File: src/rtl/blink_rate_ctrl.sv
// blink_rate_ctrl: programmable LED blink divider with a start/stop/clear
// command port; rate changes land only on a half-period boundary.
module blink_rate_ctrl #(
  parameter int unsigned CNT_W       = 32,
  parameter int unsigned DEFAULT_DIV = 49999999
) (
  input  logic             clk,
  input  logic             rst,
  input  logic             cfg_valid,
  output logic             cfg_ready,
  input  logic [1:0]       cfg_cmd,
  input  logic [CNT_W-1:0] cfg_div,
  output logic             tick,
  output logic             led,
  output logic             running,
  output logic [15:0]      toggles
);

  typedef enum logic {
    S_IDLE,
    S_RUN
  } state_e;

  localparam logic [1:0] CMD_SET   = 2'b00;
  localparam logic [1:0] CMD_START = 2'b01;
  localparam logic [1:0] CMD_STOP  = 2'b10;
  localparam logic [1:0] CMD_CLEAR = 2'b11;

  state_e           state_q, state_d;
  logic [CNT_W-1:0] cnt_q, cnt_d;
  logic [CNT_W-1:0] div_q, div_d;
  logic [CNT_W-1:0] pdiv_q, pdiv_d;
  logic             pend_q, pend_d;
  logic             led_q, led_d;
  logic             tick_q, tick_d;
  logic [15:0]      tog_q, tog_d;
  logic             acc;
  logic             run;
  logic             term;

  // CLEAR is the escape hatch, so it bypasses the pending-divisor stall
  assign acc  = cfg_valid && (!pend_q || cfg_cmd == CMD_CLEAR);
  assign run  = (state_q == S_RUN);
  assign term = run && (cnt_q == div_q);

  always_ff @(posedge clk or posedge rst) begin
    if (rst) begin
      state_q <= S_IDLE;
    end else begin
      state_q <= state_d;
    end
  end

  always_comb begin
    state_d = state_q;
    if (acc) begin
      unique case (cfg_cmd)
        CMD_START: state_d = S_RUN;
        CMD_STOP:  state_d = S_IDLE;
        CMD_CLEAR: state_d = S_IDLE;
        default:   state_d = state_q;
      endcase
    end
  end

  always_comb begin
    cnt_d  = cnt_q;
    div_d  = div_q;
    pdiv_d = pdiv_q;
    pend_d = pend_q;
    led_d  = led_q;
    tick_d = 1'b0;
    tog_d  = tog_q;
    if (run) begin
      cnt_d = cnt_q + CNT_W'(1);
      if (term) begin
        cnt_d  = '0;
        led_d  = ~led_q;
        tick_d = 1'b1;
        tog_d  = tog_q + 16'd1;
        if (pend_q) begin
          div_d  = pdiv_q;
          pend_d = 1'b0;
        end
      end
    end
    if (acc) begin
      unique case (cfg_cmd)
        CMD_SET: begin
          if (run && !term) begin
            pdiv_d = cfg_div;
            pend_d = 1'b1;
          end else begin
            div_d = cfg_div;
          end
        end
        CMD_START: begin
          if (!run) cnt_d = '0;
        end
        CMD_STOP: begin
          cnt_d  = '0;
          led_d  = led_q;
          tick_d = 1'b0;
          tog_d  = tog_q;
        end
        CMD_CLEAR: begin
          cnt_d  = '0;
          div_d  = div_q;
          led_d  = 1'b0;
          tick_d = 1'b0;
          tog_d  = '0;
          pend_d = 1'b0;
        end
        default: cnt_d = cnt_d;
      endcase
    end
  end

  always_ff @(posedge clk or posedge rst) begin
    if (rst) begin
      cnt_q  <= '0;
      div_q  <= CNT_W'(DEFAULT_DIV);
      pdiv_q <= '0;
      pend_q <= 1'b0;
      led_q  <= 1'b0;
      tick_q <= 1'b0;
      tog_q  <= '0;
    end else begin
      cnt_q  <= cnt_d;
      div_q  <= div_d;
      pdiv_q <= pdiv_d;
      pend_q <= pend_d;
      led_q  <= led_d;
      tick_q <= tick_d;
      tog_q  <= tog_d;
    end
  end

  assign cfg_ready = ~pend_q;
  assign tick      = tick_q;
  assign led       = led_q;
  assign running   = run;
  assign toggles   = tog_q;

endmodule

File: config.mk
export PLATFORM = sky130hd
export DESIGN_NAME = blink_rate_ctrl
export DESIGN_NICKNAME = d
export VERILOG_FILES = /design/src/rtl/blink_rate_ctrl.sv
export SDC_FILE = /design/constraint.sdc
export NUM_CORES = 1
export LEC_CHECK = 0
export CORE_ASPECT_RATIO = 1.5
export CORE_MARGIN = 5
export CORE_UTILIZATION = 28
export CTS_CLUSTER_DIAMETER = 30
export CTS_CLUSTER_SIZE = 24
export DETAILED_ROUTE_END_ITERATION = 10
export GPL_ROUTABILITY_DRIVEN = 0
export MAX_ROUTING_LAYER = met4
export PLACE_DENSITY_LB_ADDON = 0.15
export SYNTH_ARGS = -nofsm -noshare
export SYNTH_HDL_FRONTEND = slang
export SYNTH_SLANG_ARGS = --single-unit
File: constraint.sdc
create_clock -name clk -period 3.29 [get_ports clk]
set_input_delay 0.329 -clock clk [delete_from_list [all_inputs] [get_ports clk]]
set_output_delay 0.329 -clock clk [all_outputs]
set_load 0.005 [all_outputs]
==> results of run 1 <==
state kept, by name, summed over array words and instances, names as in the netlist:
name	flops
cnt_q	32
div_q	32
pdiv_q	32
toggles	16
led	1
pend_q	1
running	1
tick	1
worst max-delay path: cells and delay by family, from the launching register on:
family                 cells  cell delay (ns)
AO/OA/AOI/OAI              1             0.16
flip-flops                 1             0.55
AND/OR/NAND/NOR            4             1.38
XOR/XNOR                   1             0.18
buffers and inverters      1             0.26
stage by stage:
stage / cell area (µm²) / cells / util / worst slack [ns] / hold slack (ns)
after global placement: 6690 / 816 / 0.321 / 0.659 / 0.492
after floorplan: 5870 / 511 / - / 1.22 / 0.420
after detailed placement: 6690 / 816 / 0.321 / 0.630 / 0.496
after global routing: 7250 / 848 / 0.348 / 0.488 / 0.485
after CTS: 7250 / 848 / 0.348 / 0.611 / 0.481
final: 7250 / 848 / 0.348 / 0.673 / 0.423
kinds of logic after synthesis:
kind of cell | Yosys count | share of synthesized area
compound gates | 65 | 0.0970
xor+xnor | 63 | 0.0940
fa+ha+maj | 7 | 0.0149
buf+inv | 39 | 0.0373
flops | 116 | 0.498
mux | 34 | 0.0834
simple gates | 187 | 0.175
routing by layer:
metal / global-route usage / vias up
met4: 0.0445 / 0
met5: - / -
met3: 0.0260 / 14
li1: - / 1932
met2: 0.216 / 48
met1: 0.156 / 2021
final timing paths:
path                       depth (start not counted)        from          end  slack [ns]
max                                                7   div_q[23]  toggles[13]        0.67
min                                                3         rst  toggles[14]        0.42
max reg2reg                                        7   div_q[23]  toggles[13]        0.67
min reg2reg                                        1  pdiv_q[31]   pdiv_q[31]        0.51
max in group asynchronous                          3         rst    cnt_q[16]        2.32
min in group clk                                   1  pdiv_q[31]   pdiv_q[31]        0.51
layout make-up:
class,instances,share of cell area
Clock buffer,27,0.0707
Tap cell,268,0.0462
Multi-Input combinational cell,356,0.377
Inverter,11,0.00621
Sequential cell,116,0.403
Timing Repair Buffer,65,0.0900
Clock inverter,5,0.00690
cell usage after synthesis (5+ instances only):
cell and count:
dfrtp_1 98, nor2_1 42, xnor2_1 42, nand2b_1 35, mux2_4 29, nand2_1 29, o221a_2 29, xor2_1 21
nand4_1 19, dfstp_2 18, nand3_1 18, clkbuf_1 15, inv_1 11, a21oi_1 10, or4_1 8, buf_2 7
ha_1 7, o21ai_0 7, and3_1 6, o211ai_1 6, or3_1 5
power by group:
part           total [mW]  internal, mW  switching (mW)
logic               0.734         0.470           0.264
registers            1.92          1.73           0.189
clock network        1.75          1.13           0.618
==> out/metrics.yaml, run 1 <==
clock_tree:
  clock_latency_ns: 0.41
  clk_pin_slew_worst_paths_ns: 0.05
  cts_setup_buffers: 0
  cts_made_buffers: 17
  h-tree-depth: 4
  cts_tree: "built"
  cts_root_buf: "clkbuf_16"
  post_cts_resized: 0
  clk_path_buf_depth: 2
  cts_num_sinks: 116
  cts_hold_buf: 0
worst_setup_path:
  required_ns: 3.62
  path_class: "reg2reg"
  worst-path-max-fanout: 32
  critPathLaunchType: "register"
  crit_slowest_cell: "nor4_2"
  slowest_delay_ns: 0.58
  arrival_ns: 2.95
  crit_path_end_kind: "register"
  crit_chain: "xnor2_1, nand4_1, nor4_2, nand3_1, buf_4, or4_1, a21oi_1"
layout:
  mostFrequentLayoutCell: "dfrtp_1"
  fillerInstances: 2141
  most-common-layout-cells: "98 x dfrtp_1, 56 x clkdlybuf4s50_1, 42 x xnor2_1, 42 x nor2_1, 35 x nand2b_1"
  multi_input_area_mm2: 0.00273
  syn_to_final_growth_pct: 23.6
  fin_nets: 611
  drive_gt1_frac: 0.217
  seq_area_mm2: 0.00293
  diodes: 0
timing:
  tns_ns: 0
  min_period_ns: 2.62
  worst_pin_slew_ns: 0.680
  finClkSkew_ns: 0.00958
  hold_viol: 0
  maxSlewViolCount: 0
  finalCritPeriodShare: 0.795
  rsz0062_at_grt: "false"
  relSlewSlack: 0.546
  fmax_mhz: 382
  final-setup-viol-count: 0
synthesis:
  ys_seq_area_frac: 0.498
  synth_top_cell_area_share: 0.418
  synth_cell_types: 47
  yosys_most_used_dff: "dfrtp_1"
  yosys.area.top_type: "dfrtp_1"
  synth_edf_count: 0
  syn_nets: 555
  netlist_instances: 511
  yosys_warnings: 0
  synth_seq_cells: 116
  async_reset_ff_frac: 1.00
  syn_area_mm2: 0.00587
  synthTopCellsByArea: "dfrtp_1 42%, dfstp_2 8.1%, mux2_4 7.4%, xnor2_1 6.3%, o221a_2 5.6%"
  syn_area_per_cell_um2: 11.5
flow_run:
  cap_violations: 0
global_route:
  grt.total_usage: 0.130
  grt_pass1_vias: 4359
  grt_pass1_wl_um: 23900
  antenna_found_initial: 0
  overflow: 0
  grt_max_degree: 117
drt:
  detail_route.wirelength_um: 14400
  postRouteAntennaNets: 0
  drc: 0
  drt_iter0_markers: 192
  wl_met2_um: 7770
  drt-met1-wl_um: 6150
  wl_per_cell_um: 17.0
  vias: 4015
  via_per_inst: 4.73
  wl_met3_um: 284
  routed.top_layer: "met4"
  drt_first_pass_iters: 4
placed_design:
  hpwlAfterDp_um: 9550
  portBuffers: 56
power_and_ir_drop:
  peakVddDrop_v: 0.000268
  p_leak_nw: 3.08
  power_mw: 4.41
  cellPowerDensity_mw_per_mm2: 607
floorplan:
  dieArea_mm2: 0.0240
  core_mm2: 0.0208
  ios: 57
  die_w_um: 128
  die_height_um: 187
  initial_utilization: 0.282
  rows: 65
worst_hold_path:
  hold_class: "in2async"
run_status:
  outcome: "complete, no violations"
Power figures use the tool's default switching activity.
==> inputs of run 2 (changes only) <==
==> constraint.sdc (replaced) <==
create_clock -name clk -period 2.21 [get_ports clk]
set_input_delay 0.221 -clock clk [delete_from_list [all_inputs] [get_ports clk]]
set_output_delay 0.221 -clock clk [all_outputs]
set_load 0.005 [all_outputs]
==> run 2 against run 1 <==
- the flow now finishes with violations (negative setup slack)
- final area up 15%
- clock skew rose by 0.0011 ns
- first-iteration DRC count increased by 3.1%
- non-clock buffer count increased by 75
- global-route usage grew 1.5 points
- hold slack worse by 0.28 ns
- power is 62% higher
- via count rose by 9.1%
- flip-flop and latch count is the same
- worst setup slack worse by 0.78 ns
- register-to-register slack lost 0.78 ns
- critical path depth is 1 higher
==> out/metrics.yaml, run 2 (same netlist as run 1, synthesis figures left out) <==
run_status:
  outcome: "finished, violations left"  # was complete, no violations
  violations: "negative setup slack"
global_route:
  grt_pass1_wl_um: 26300  # was 23900 µm
  overflow: 0  # unchanged
  grt_pass1_vias: 4836  # was 4359
  antenna_found_initial: 0  # unchanged
  grt.total_usage: 0.145  # was 0.130
  grt_max_degree: 32  # was 117
worst_setup_path:
  slowest_delay_ns: 0.56  # was 0.58 ns
  crit_chain: "xnor2_2, nand4_1, nor4_4, buf_4, a21o_1, or3b_4, clkbuf_16, mux2_4"  # was xnor2_1, nand4_1, nor4_2, nand3_1, buf_4, or4_1, a21oi_1
  worst-path-max-fanout: 7  # was 32
  crit_path_end_kind: "register"  # unchanged
  crit_buf_inv: 2  # was 1
  reg2reg_slack_ns: -0.11  # was 0.67 ns
  crit_slowest_cell: "dfstp_2"  # was nor4_2
  reg2reg_from: "div_q[3]"  # was div_q[23]
  critPathLaunchType: "register"  # unchanged
  arrival_ns: 2.62  # was 2.95 ns
  r2r-end: "pdiv_q[5]"  # was toggles[13]
  path_class: "reg2reg"  # unchanged
  r2r_cells: 8  # was 7
  crit_family: "simple AND/OR/NAND/NOR gates"  # unchanged
  required_ns: 2.50  # was 3.62 ns
timing:
  relSlewSlack: 0.681  # was 0.546
  finalCritPeriodShare: 1.05  # was 0.795
  min_period_ns: 2.32  # was 2.62 ns
  layout_setup_ws_ns: -0.112  # was 0.673 ns
  maxSlewViolCount: 0  # unchanged
  worst_pin_slew_ns: 0.474  # was 0.680 ns
  fmax_mhz: 431  # was 382 MHz
  finClkSkew_ns: 0.0107  # was 0.00958 ns
  final-setup-viol-count: 69  # was 0
  rsz0062_at_grt: "true"  # was false
  hold_viol: 0  # unchanged
floorplan:
  ios: 57  # unchanged
  core_mm2: 0.0208  # unchanged
  die_height_um: 187  # unchanged
  rows: 65  # unchanged
  die_w_um: 128  # unchanged
  dieArea_mm2: 0.0240  # unchanged
  initial_utilization: 0.282  # unchanged
layout:
  fin_area_mm2: 0.00834  # was 0.00725 mm²
  fin_util: 0.401  # was 0.348
  fin_nets: 686  # was 611
  most-common-layout-cells: "97 x dfrtp_1, 57 x buf_4, 56 x clkdlybuf4s50_1"  # was 98 x dfrtp_1, 56 x clkdlybuf4s50_1, 42 x xnor2_1, 42 x nor2_1, 35 x nand2b_1
  fin_cells: 923  # was 848
  top_regs: "cnt_q: 32 flops, div_q: 32 flops, pdiv_q: 32 flops"  # unchanged
  fillerInstances: 2081  # was 2141
  seq_area_mm2: 0.00293  # about the same
  syn_to_final_growth_pct: 42.1  # was 23.6%
  diodes: 0  # unchanged
  multi_input_area_mm2: 0.00297  # was 0.00273 mm²
  drive_gt1_frac: 0.366  # was 0.217
  mostFrequentLayoutCell: "dfrtp_1"  # unchanged
drt:
  detail_route.wirelength_um: 16600  # was 14400 µm
  drt_iter0_markers: 198  # was 192
  drc: 0  # unchanged
  postRouteAntennaNets: 0  # unchanged
  via_per_inst: 4.75  # was 4.73
  drt_first_pass_iters: 4  # unchanged
  vias: 4380  # was 4015
  wl_per_cell_um: 17.9  # was 17.0 µm
worst_hold_path:
  hold_class: "in2async"  # unchanged
clock_tree:
  cts_made_buffers: 17  # unchanged
  cts_tree: "built"  # unchanged
  h-tree-depth: 4  # unchanged
  clk_pin_slew_worst_paths_ns: 0.06  # was 0.05 ns
  clk_path_buf_depth: 2  # unchanged
  clock_latency_ns: 0.41  # about the same
  cts_root_buf: "clkbuf_16"  # unchanged
  cts_num_sinks: 116  # unchanged
power_and_ir_drop:
  power_mw: 7.13  # was 4.41 mW
  peakVddDrop_v: 0.000431  # was 0.000268 V
  cellPowerDensity_mw_per_mm2: 854  # was 607 mW/mm²
  p_leak_nw: 3.68  # was 3.08 nW
placed_design:
  place_ws_ns: -0.244  # was 0.630 ns
  portBuffers: 56  # unchanged
  hpwlAfterDp_um: 11100  # was 9550 µm
  place_area_mm2: 0.00727  # was 0.00669 mm²
  dp_cells: 880  # was 816
flow_run:
  cap_violations: 0  # unchanged
## run 2: through the flow
| step | setup TNS [ns] | hold slack [ns] |
|---|---|---|
| final | -3.70 | 0.148 |
| after global routing | -9.31 | 0.160 |
| after CTS | -4.70 | 0.138 |
| after detailed placement | -12.91 | 0.495 |
| after global placement | -16.04 | 0.491 |
| after floorplan | 0 | 0.312 |
## run 2: what timing repair did
| item | in CTS | in global routing |
|---|---|---|
| pin swaps | 11 | 26 |
| setup endpoints to repair | 111 | 98 |
| hold buffers | 0 | 0 |
| buffers inserted | 2 | 3 |
| gates cloned | 4 | 2 |
| gates resized for setup | 26 | 37 |
## run 2: worst max path at each step
| stage | from | endpoint | slack [ns] | cells past startpoint |
|---|---|---|---|---|
| finish | div_q[3] | pdiv_q[5] | -0.11 | 8 |
| floorplan | div_q[15] | pdiv_q[10] | 0.14 | 8 |
| global placement | div_q[23] | toggles[13] | -0.28 | 8 |
| detailed placement | div_q[23] | toggles[13] | -0.24 | 8 |
| CTS | div_q[17] | pdiv_q[16] | -0.11 | 8 |
| global route | div_q[17] | toggles[15] | -0.17 | 10 |
## run 2: worst register-to-register path: cells and delay by family, from the launching register on
family | cells | cell delay, ns
XOR/XNOR | 1 | 0.08
buffers and inverters | 2 | 0.37
AO/OA/AOI/OAI | 1 | 0.19
AND/OR/NAND/NOR | 3 | 0.71
multiplexers | 1 | 0.30
flip-flops | 1 | 0.56
## run 2: metal layers
metal | GRT usage | vias up | wire length [µm] | share of wire
met5 | - | - | 0 | 0
met4 | 0.0421 | 0 | 214 | 0.013
met3 | 0.0314 | 12 | 360 | 0.022
met2 | 0.257 | 58 | 9150 | 0.55
met1 | 0.162 | 2223 | 6830 | 0.41
li1 | - | 2087 | - | -
## run 2: cell type report
cell class,instances,share of cell area
Tap cell,268,0.0402
Clock inverter,7,0.0139
Multi-Input combinational cell,356,0.356
Timing Repair Buffer,140,0.170
Clock buffer,25,0.0630
Sequential cell,116,0.351
Inverter,11,0.00540
## run 2: power by group
part           switching [mW]  internal, mW  total, mW  leakage, nW
combinational           0.464         0.838       1.30         1.92
clock                   0.970          1.98       2.95        0.315
sequential              0.294          2.58       2.87         1.45
==> inputs of run 3 (changes only) <==
--- a/config.mk
+++ b/config.mk
@@ -5,6 +5,7 @@
 export SDC_FILE = /design/constraint.sdc
 export NUM_CORES = 1
 export LEC_CHECK = 0
+export CAP_MARGIN = 20
 export CORE_ASPECT_RATIO = 1.5
 export CORE_MARGIN = 5
 export CORE_UTILIZATION = 28
==> results of run 3 <==
Final layout, timing and power as in run 2 (identical DEF).
